## src/rtl/cpu_mem_responder.sv

```systemverilog
// Memory-side responder for CPU instruction/data ports.
// Arbitrates level-held requests onto a 1-cycle-latency SRAM.
module cpu_mem_responder #(
  parameter int ADR_W = 12
) (
  input  logic             clk,
  input  logic             rst_n,
  input  logic             i_read_req,
  input  logic             i_read_w,
  input  logic             i_read_hw,
  input  logic [31:0]      i_read_adr,
  input  logic             d_read_req,
  input  logic             d_read_w,
  input  logic             d_read_hw,
  input  logic [31:0]      d_read_adr,
  input  logic             d_write_req,
  input  logic             d_write_w,
  input  logic             d_write_hw,
  input  logic [31:0]      d_write_adr,
  input  logic [31:0]      d_write_data,
  output logic             read_valid,
  output logic [31:0]      read_data,
  output logic             write_finish,
  output logic [ADR_W-1:0] mem_adr,
  output logic             mem_ren,
  input  logic [31:0]      mem_rdata,
  output logic             mem_wen,
  output logic [3:0]       mem_wbe,
  output logic [31:0]      mem_wdata,
  output logic             err_oor
);

  typedef enum logic [2:0] {
    IDLE,
    RD_ISSUE,
    RD_CAPT,
    RD_RESP,
    WR_ISSUE,
    WR_RESP
  } state_t;

  state_t state, state_nx;

  logic [ADR_W-1:0] mem_adr_q;
  logic [31:0]      wdata_q;
  logic [3:0]       wbe_q;
  logic [1:0]       lo_q;
  logic             w_q;
  logic             hw_q;
  logic             oor_q;

  logic             req_any;
  logic [31:0]      req_adr;
  logic             req_w;
  logic             req_hw;
  logic             req_oor;

  function automatic logic [31:0] rd_fmt(
    input logic [31:0] d,
    input logic [1:0]  a,
    input logic        w,
    input logic        hw
  );
    logic [31:0] sh;
    sh = d >> {a, 3'b000};
    if (w)
      return d;
    else if (hw)
      return a[1] ? {16'h0, d[31:16]} : {16'h0, d[15:0]};
    else
      return {24'h0, sh[7:0]};
  endfunction

  function automatic logic [3:0] wr_be(
    input logic [1:0] a,
    input logic       w,
    input logic       hw
  );
    if (w)
      return 4'b1111;
    else if (hw)
      return a[1] ? 4'b1100 : 4'b0011;
    else
      return 4'b0001 << a;
  endfunction

  function automatic logic [31:0] wr_data(
    input logic [31:0] d,
    input logic        w,
    input logic        hw
  );
    if (w)
      return d;
    else if (hw)
      return {2{d[15:0]}};
    else
      return {4{d[7:0]}};
  endfunction

  // Fixed priority: data write, then data read, then fetch.
  always_comb begin
    req_any = 1'b1;
    req_adr = i_read_adr;
    req_w   = i_read_w;
    req_hw  = i_read_hw;
    priority case (1'b1)
      d_write_req: begin
        req_adr = d_write_adr;
        req_w   = d_write_w;
        req_hw  = d_write_hw;
      end
      d_read_req: begin
        req_adr = d_read_adr;
        req_w   = d_read_w;
        req_hw  = d_read_hw;
      end
      i_read_req: begin
      end
      default: req_any = 1'b0;
    endcase
  end

  assign req_oor = |req_adr[31:ADR_W+2];

  always_ff @(posedge clk or negedge rst_n) begin
    if (!rst_n)
      state <= IDLE;
    else
      state <= state_nx;
  end

  always_comb begin
    state_nx     = state;
    mem_ren      = 1'b0;
    mem_wen      = 1'b0;
    mem_wbe      = 4'b0000;
    read_valid   = 1'b0;
    write_finish = 1'b0;
    err_oor      = 1'b0;
    unique case (state)
      IDLE: begin
        if (d_write_req)
          state_nx = WR_ISSUE;
        else if (d_read_req || i_read_req)
          state_nx = RD_ISSUE;
      end
      RD_ISSUE: begin
        mem_ren  = !oor_q;
        state_nx = RD_CAPT;
      end
      RD_CAPT: state_nx = RD_RESP;
      RD_RESP: begin
        read_valid = 1'b1;
        err_oor    = oor_q;
        state_nx   = IDLE;
      end
      WR_ISSUE: begin
        mem_wen  = !oor_q;
        mem_wbe  = oor_q ? 4'b0000 : wbe_q;
        state_nx = WR_RESP;
      end
      WR_RESP: begin
        write_finish = 1'b1;
        err_oor      = oor_q;
        state_nx     = IDLE;
      end
      default: state_nx = IDLE;
    endcase
  end

  // Lane formatting is done at latch time so SRAM outputs hold steady.
  always_ff @(posedge clk or negedge rst_n) begin
    if (!rst_n) begin
      mem_adr_q <= '0;
      wdata_q   <= '0;
      wbe_q     <= '0;
      lo_q      <= '0;
      w_q       <= 1'b0;
      hw_q      <= 1'b0;
      oor_q     <= 1'b0;
      read_data <= '0;
    end else begin
      if (state == IDLE && req_any) begin
        mem_adr_q <= req_adr[ADR_W+1:2];
        lo_q      <= req_adr[1:0];
        w_q       <= req_w;
        hw_q      <= req_hw;
        oor_q     <= req_oor;
        if (d_write_req) begin
          wdata_q <= wr_data(d_write_data, req_w, req_hw);
          wbe_q   <= wr_be(req_adr[1:0], req_w, req_hw);
        end
      end
      if (state == RD_CAPT)
        read_data <= oor_q ? 32'h0 : rd_fmt(mem_rdata, lo_q, w_q, hw_q);
    end
  end

  assign mem_adr   = mem_adr_q;
  assign mem_wdata = wdata_q;

endmodule

```

## config.mk

```make
export PLATFORM = sky130hd
export DESIGN_NAME = cpu_mem_responder
export DESIGN_NICKNAME = d
export VERILOG_FILES = /design/src/rtl/cpu_mem_responder.sv
export SDC_FILE = /design/constraint.sdc
export NUM_CORES = 1
export LEC_CHECK = 0
export CAP_MARGIN = 20
export CORE_MARGIN = 8
export CORE_UTILIZATION = 39
export DETAILED_ROUTE_END_ITERATION = 16
export PLACE_DENSITY_LB_ADDON = 0.3
export SYNTH_ARGS = -nofsm -noshare
export SYNTH_HDL_FRONTEND = slang
export SYNTH_SLANG_ARGS = --single-unit
```

## constraint.sdc

```tcl
create_clock -name clk -period 1.9 [get_ports clk]
set_input_delay 0.475 -clock clk [delete_from_list [all_inputs] [get_ports clk]]
set_output_delay 0.475 -clock clk [all_outputs]
set_load 0.02 [all_outputs]
```

Word-level counts from Yosys, hierarchy flattened

Index checks and enable logic that the tools add are counted.

Register bits after elaboration: 88
Input port bits: 171
Output and inout port bits: 85
Word-level logic and storage cells: 52

Equal/unequal tests: 6
Shift operators: 2
Mux-type cells: 28
Reduce and logical (&&, ||, !) cells: 7

Operator list:

| cell                                                                   | count |
|---|---|
| 32-bit two-way mux                                                     | 6 |
| 16-bit two-way mux                                                     | 2 |
| 32-bit by 5-bit right shift with 8-bit output                          | 1 |
| 4-bit two-way mux                                                      | 5 |
| 18-bit OR reduction                                                    | 1 |
| 1-bit two-way mux                                                      | 12 |
| 3-bit case mux with 4 select lines                                     | 1 |
| 3-bit by 2-bit equality test with 1-bit output (second input constant) | 2 |
| 3-bit equality test (second input constant)                            | 2 |
| 3-bit two-way mux                                                      | 2 |
| 1-bit by 2-bit left shift with 4-bit output (first input constant)     | 1 |
| 3-bit by 1-bit equality test with 1-bit output (second input constant) | 1 |
| 3-bit zero test                                                        | 1 |
| 3-bit != test (second input constant)                                  | 1 |
| 2-bit AND reduction                                                    | 1 |
| 2-bit OR reduction                                                     | 1 |
| 1-bit logical AND                                                      | 1 |
| 1-bit zero test                                                        | 1 |
| 1-bit logical OR                                                       | 1 |

Depth between registers and ports, before layout

Word-level depth: 5
Mapped depth: 7
Depth with buffers taken out: 4

Worst setup path after synthesis

Ideal clock, no wire load.

Path type: flip-flop to output port
Start: reg state[0]
End: out mem_wbe[0]
Arrival time: 1820 ps
Required time: 1425 ps
Setup slack: -395 ps
Cell stages (with the launch flop): 4
Buffers on the path: 1
Path through: dfrtp_1 -> buf_2 -> nor4b_1 -> and2_1

Longest elaborated chain between the ends: 2

Ends and longest elaborated chain:

| element                | line | source |
|---|---|---|
| start, declared        | 42   | `state_t state, state_nx;` |
| start signal, assigned | 129  | `state <= state_nx;` |
| 3-bit equality test    | 140  | `unique case (state)` |
| 4-bit two-way mux      | 140  |  |
| end, declared          | 28   | `output logic [3:0] mem_wbe,` |

No other way between the ends.

Final worst setup path

Start: reg state[0]
End: out mem_wbe[3]

The elaborated chain is that of the path after synthesis.

==> impl_metrics.env <==
export IMPL_status="finished with violations"
export IMPL_violations="negative setup slack"
export IMPL_start_kind="flip-flop"
export IMPL_drive_above_1_share=0.113
export IMPL_ys_ff_latch=88
export IMPL_dieArea_um2=15400
export IMPL_ioPinCount=256
export IMPL_cts_tree="yes"
export IMPL_grt_use_total=0.231
export IMPL_synth_top_area_share=0.482
export IMPL_clock_latency_ns=0.34
export IMPL_diodes=0
export IMPL_layout_setup_ws_ns=-0.0303
export IMPL_fmax_mhz=518
export IMPL_rsz0062_at_grt="true"
export IMPL_netlist_instances=527
export IMPL_die_w_um=124
export IMPL_crit_path_end_kind="output port"
export IMPL_cts_root_buf="clkbuf_16"
export IMPL_yosys_area_top_type="dfrtp_1"
export IMPL_rows=39
export IMPL_ys_warn_count=0
export IMPL_syn_nets=698
export IMPL_crit_type="flip-flop to output port"
export IMPL_clock_path_buffers=2
export IMPL_slew_viol_final=0
export IMPL_grt_max_degree=56
export IMPL_p_leak_nw=3.35
export IMPL_finalCritPeriodShare=1.02
export IMPL_timing_max_cap_violations=0
export IMPL_core_um2=11400
export IMPL_vias=5115
export IMPL_min_period_ns=1.93
export IMPL_r2r_cells=7
export IMPL_synth_distinct_cells=46
export IMPL_fin_hold_ws_ns=0.0468
export IMPL_powerDensity_nw_per_um2=1420
export IMPL_setup_viol=5
export IMPL_grt_overflow_total=0
export IMPL_postRouteAntennaNets=0
export IMPL_htree_levels=3
export IMPL_post_dp_hpwl_mm=14.3
export IMPL_worstPathMaxFanout=5
export IMPL_peakVddDrop_mv=0.885
export IMPL_clkSinkCount=88
export IMPL_ys_seq_area_frac=0.482
export IMPL_yosys_cell_count_top_type="nand2_1"
export IMPL_post_route_drc_count=0
export IMPL_finClkSkew_ns=0.00756
export IMPL_firstDrtPassIters=6
export IMPL_synth_edf_count=0
export IMPL_timing_rr_start="state[0]"
export IMPL_vias_per_cell=5.40
export IMPL_synth_area_um2=4570
export IMPL_finalHoldViolCount=0
export IMPL_grt_pass1_wl_mm=27.5
export IMPL_routabilityCongestion=0.855
export IMPL_synth_ff_type="dfrtp_1"
export IMPL_synthArstFlopShare=1.00
export IMPL_synth_top_cells_by_count="nand2_1, dfrtp_1, nor2_1, o21ai_0, mux2i_1"
export IMPL_final_nets=970
export IMPL_nFillCells=885
export IMPL_syn_to_final_growth_pct=74.2
export IMPL_cts_clk_slew_worst_paths_ns=0.07
export IMPL_cp_data_arrival_time_ns=1.46
export IMPL_numCtsBuffers=9
export IMPL_drtIter0Drc=446
export IMPL_slew_headroom=0.705
export IMPL_total_power_mw=11.3
export IMPL_start_util=0.400
export IMPL_hold_class="input port to async pin"
export IMPL_yosys_top_cells_area="dfrtp_1, nand2_1, mux2i_1, o21ai_0, nor2_1"
export IMPL_die_y_um=124
export IMPL_antenna_found_initial=0
export IMPL_totalWireLength_mm=18.4
export IMPL_grt_pass1_vias=5252
export IMPL_synth_avg_cell_area_um2=8.66
export IMPL_r2r_end="wbe_q[1]"
export IMPL_reg2reg_slack_ns=0
export IMPL_avgRoutedWirePerCell_um=19.4
export IMPL_tightest_slew_ns=0.442
export IMPL_numPortBuffers=255
export IMPL_crit_required_ns=1.42
-- per-stage QoR --
stage	utilization	std cells	setup WS [ns]	area [um^2]	TNS [ns]
after floorplan	-	527	0.0411	4580	0
after global placement	0.659	925	-0.307	7520	-7.48
after detailed placement	0.659	925	-0.319	7520	-10.13
after CTS	0.687	943	-0.0460	7840	-0.139
after global routing	0.697	947	-0.0905	7960	-0.383
final	0.697	947	-0.0303	7960	-0.113
-- report_power, final --
| part | total (mW) | internal, mW | switching, mW | leakage, nW |
|---|---|---|---|---|
| Clock | 1.81 | 1.03 | 0.779 | 0.143 |
| Sequential | 3.34 | 2.74 | 0.597 | 1.10 |
| Combinational | 6.13 | 2.91 | 3.22 | 2.11 |
| Total | 11.3 | 6.68 | 4.60 | 3.35 |
-- cell type report --
class                      count  area (um^2)  share of cell area
timing repair buffer         302         3030               0.381
multi-input combinational    395         2230               0.280
sequential                    88         2200               0.277
clock buffer                   9          225              0.0283
tap                          143          179              0.0225
clock inverter                 7         76.3             0.00959
inverter                       3         11.3             0.00142
-- state kept, by name, summed over array words and instances, names as in the netlist --
name       count
state          3
mem_wdata     32
w_q            1
oor_q          1
lo_q           2
wbe_q          4
read_data     32
mem_adr       12
hw_q           1
-- metal layers --
layer,part of all wire,GRT usage
met1,0.37,0.263
met2,0.51,0.400
met3,0.092,0.0607
met4,0.033,0.0967
met5,0,0
-- worst max-delay path: stages, from the launching register on --
cell and delay, ns:
dfrtp_1 0.42, nor4b_4 0.37, and2_1 0.19, buf_6 0.13
-- how the worst max path moves through the flow --
stage                 end  slack [ns]        from
2_1_floorplan     mem_ren        0.04       oor_q
3_3_place_gp     wbe_q[1]       -0.31  d_read_req
3_5_place_dp     wbe_q[1]       -0.32  d_read_req
4_1_cts        mem_wbe[3]       -0.05       oor_q
5_1_grt        mem_wbe[1]       -0.09    state[0]
6_report       mem_wbe[3]       -0.03    state[0]
-- logic make-up (layout without fill, tap and decap cells) --
group           count (synthesis)  after routing  share of synthesized area
flops                          88             88                      0.482
xor+xnor                        1              1                    0.00192
simple gates                  230            230                      0.219
mux                            32             32                     0.0704
compound gates                132            132                      0.176
buf+inv                        44            321                     0.0499
-- cells in the final DEF (no fill, tap or decap), types with 2 or more instances in the layout --
cell type        instances
a21oi_1                 24
a22oi_1                  8
a31oi_1                 16
and2_1                   3
and2_4                   2
buf_12                   9
buf_2                    3
buf_4                   36
buf_6                    8
clkbuf_16               10
clkdlybuf4s50_1        245
clkinvlp_4               2
dfrtp_1                 88
inv_1                    2
inv_6                    3
mux2i_1                 29
nand2_1                125
nand3_1                 17
nand4_1                  3
nor2_1                  46
nor2b_1                  2
nor3_1                   6
nor4_1                   8
nor4b_1                  2
o211ai_1                 8
o21a_1                   3
o21ai_0                 41
o21ai_1                 12
o22a_1                   2
o41ai_1                  4
o41ai_2                  3
or3_1                    7
-- timing repair --
item                                    CTS  global route
buffers inserted                          2             3
endpoints found under the setup margin   20            14
pin swaps                                 4             4
gates cloned                              0             1
resized for setup                        42            15
hold buffers                              0             0
Power figures use the tool's default switching activity.
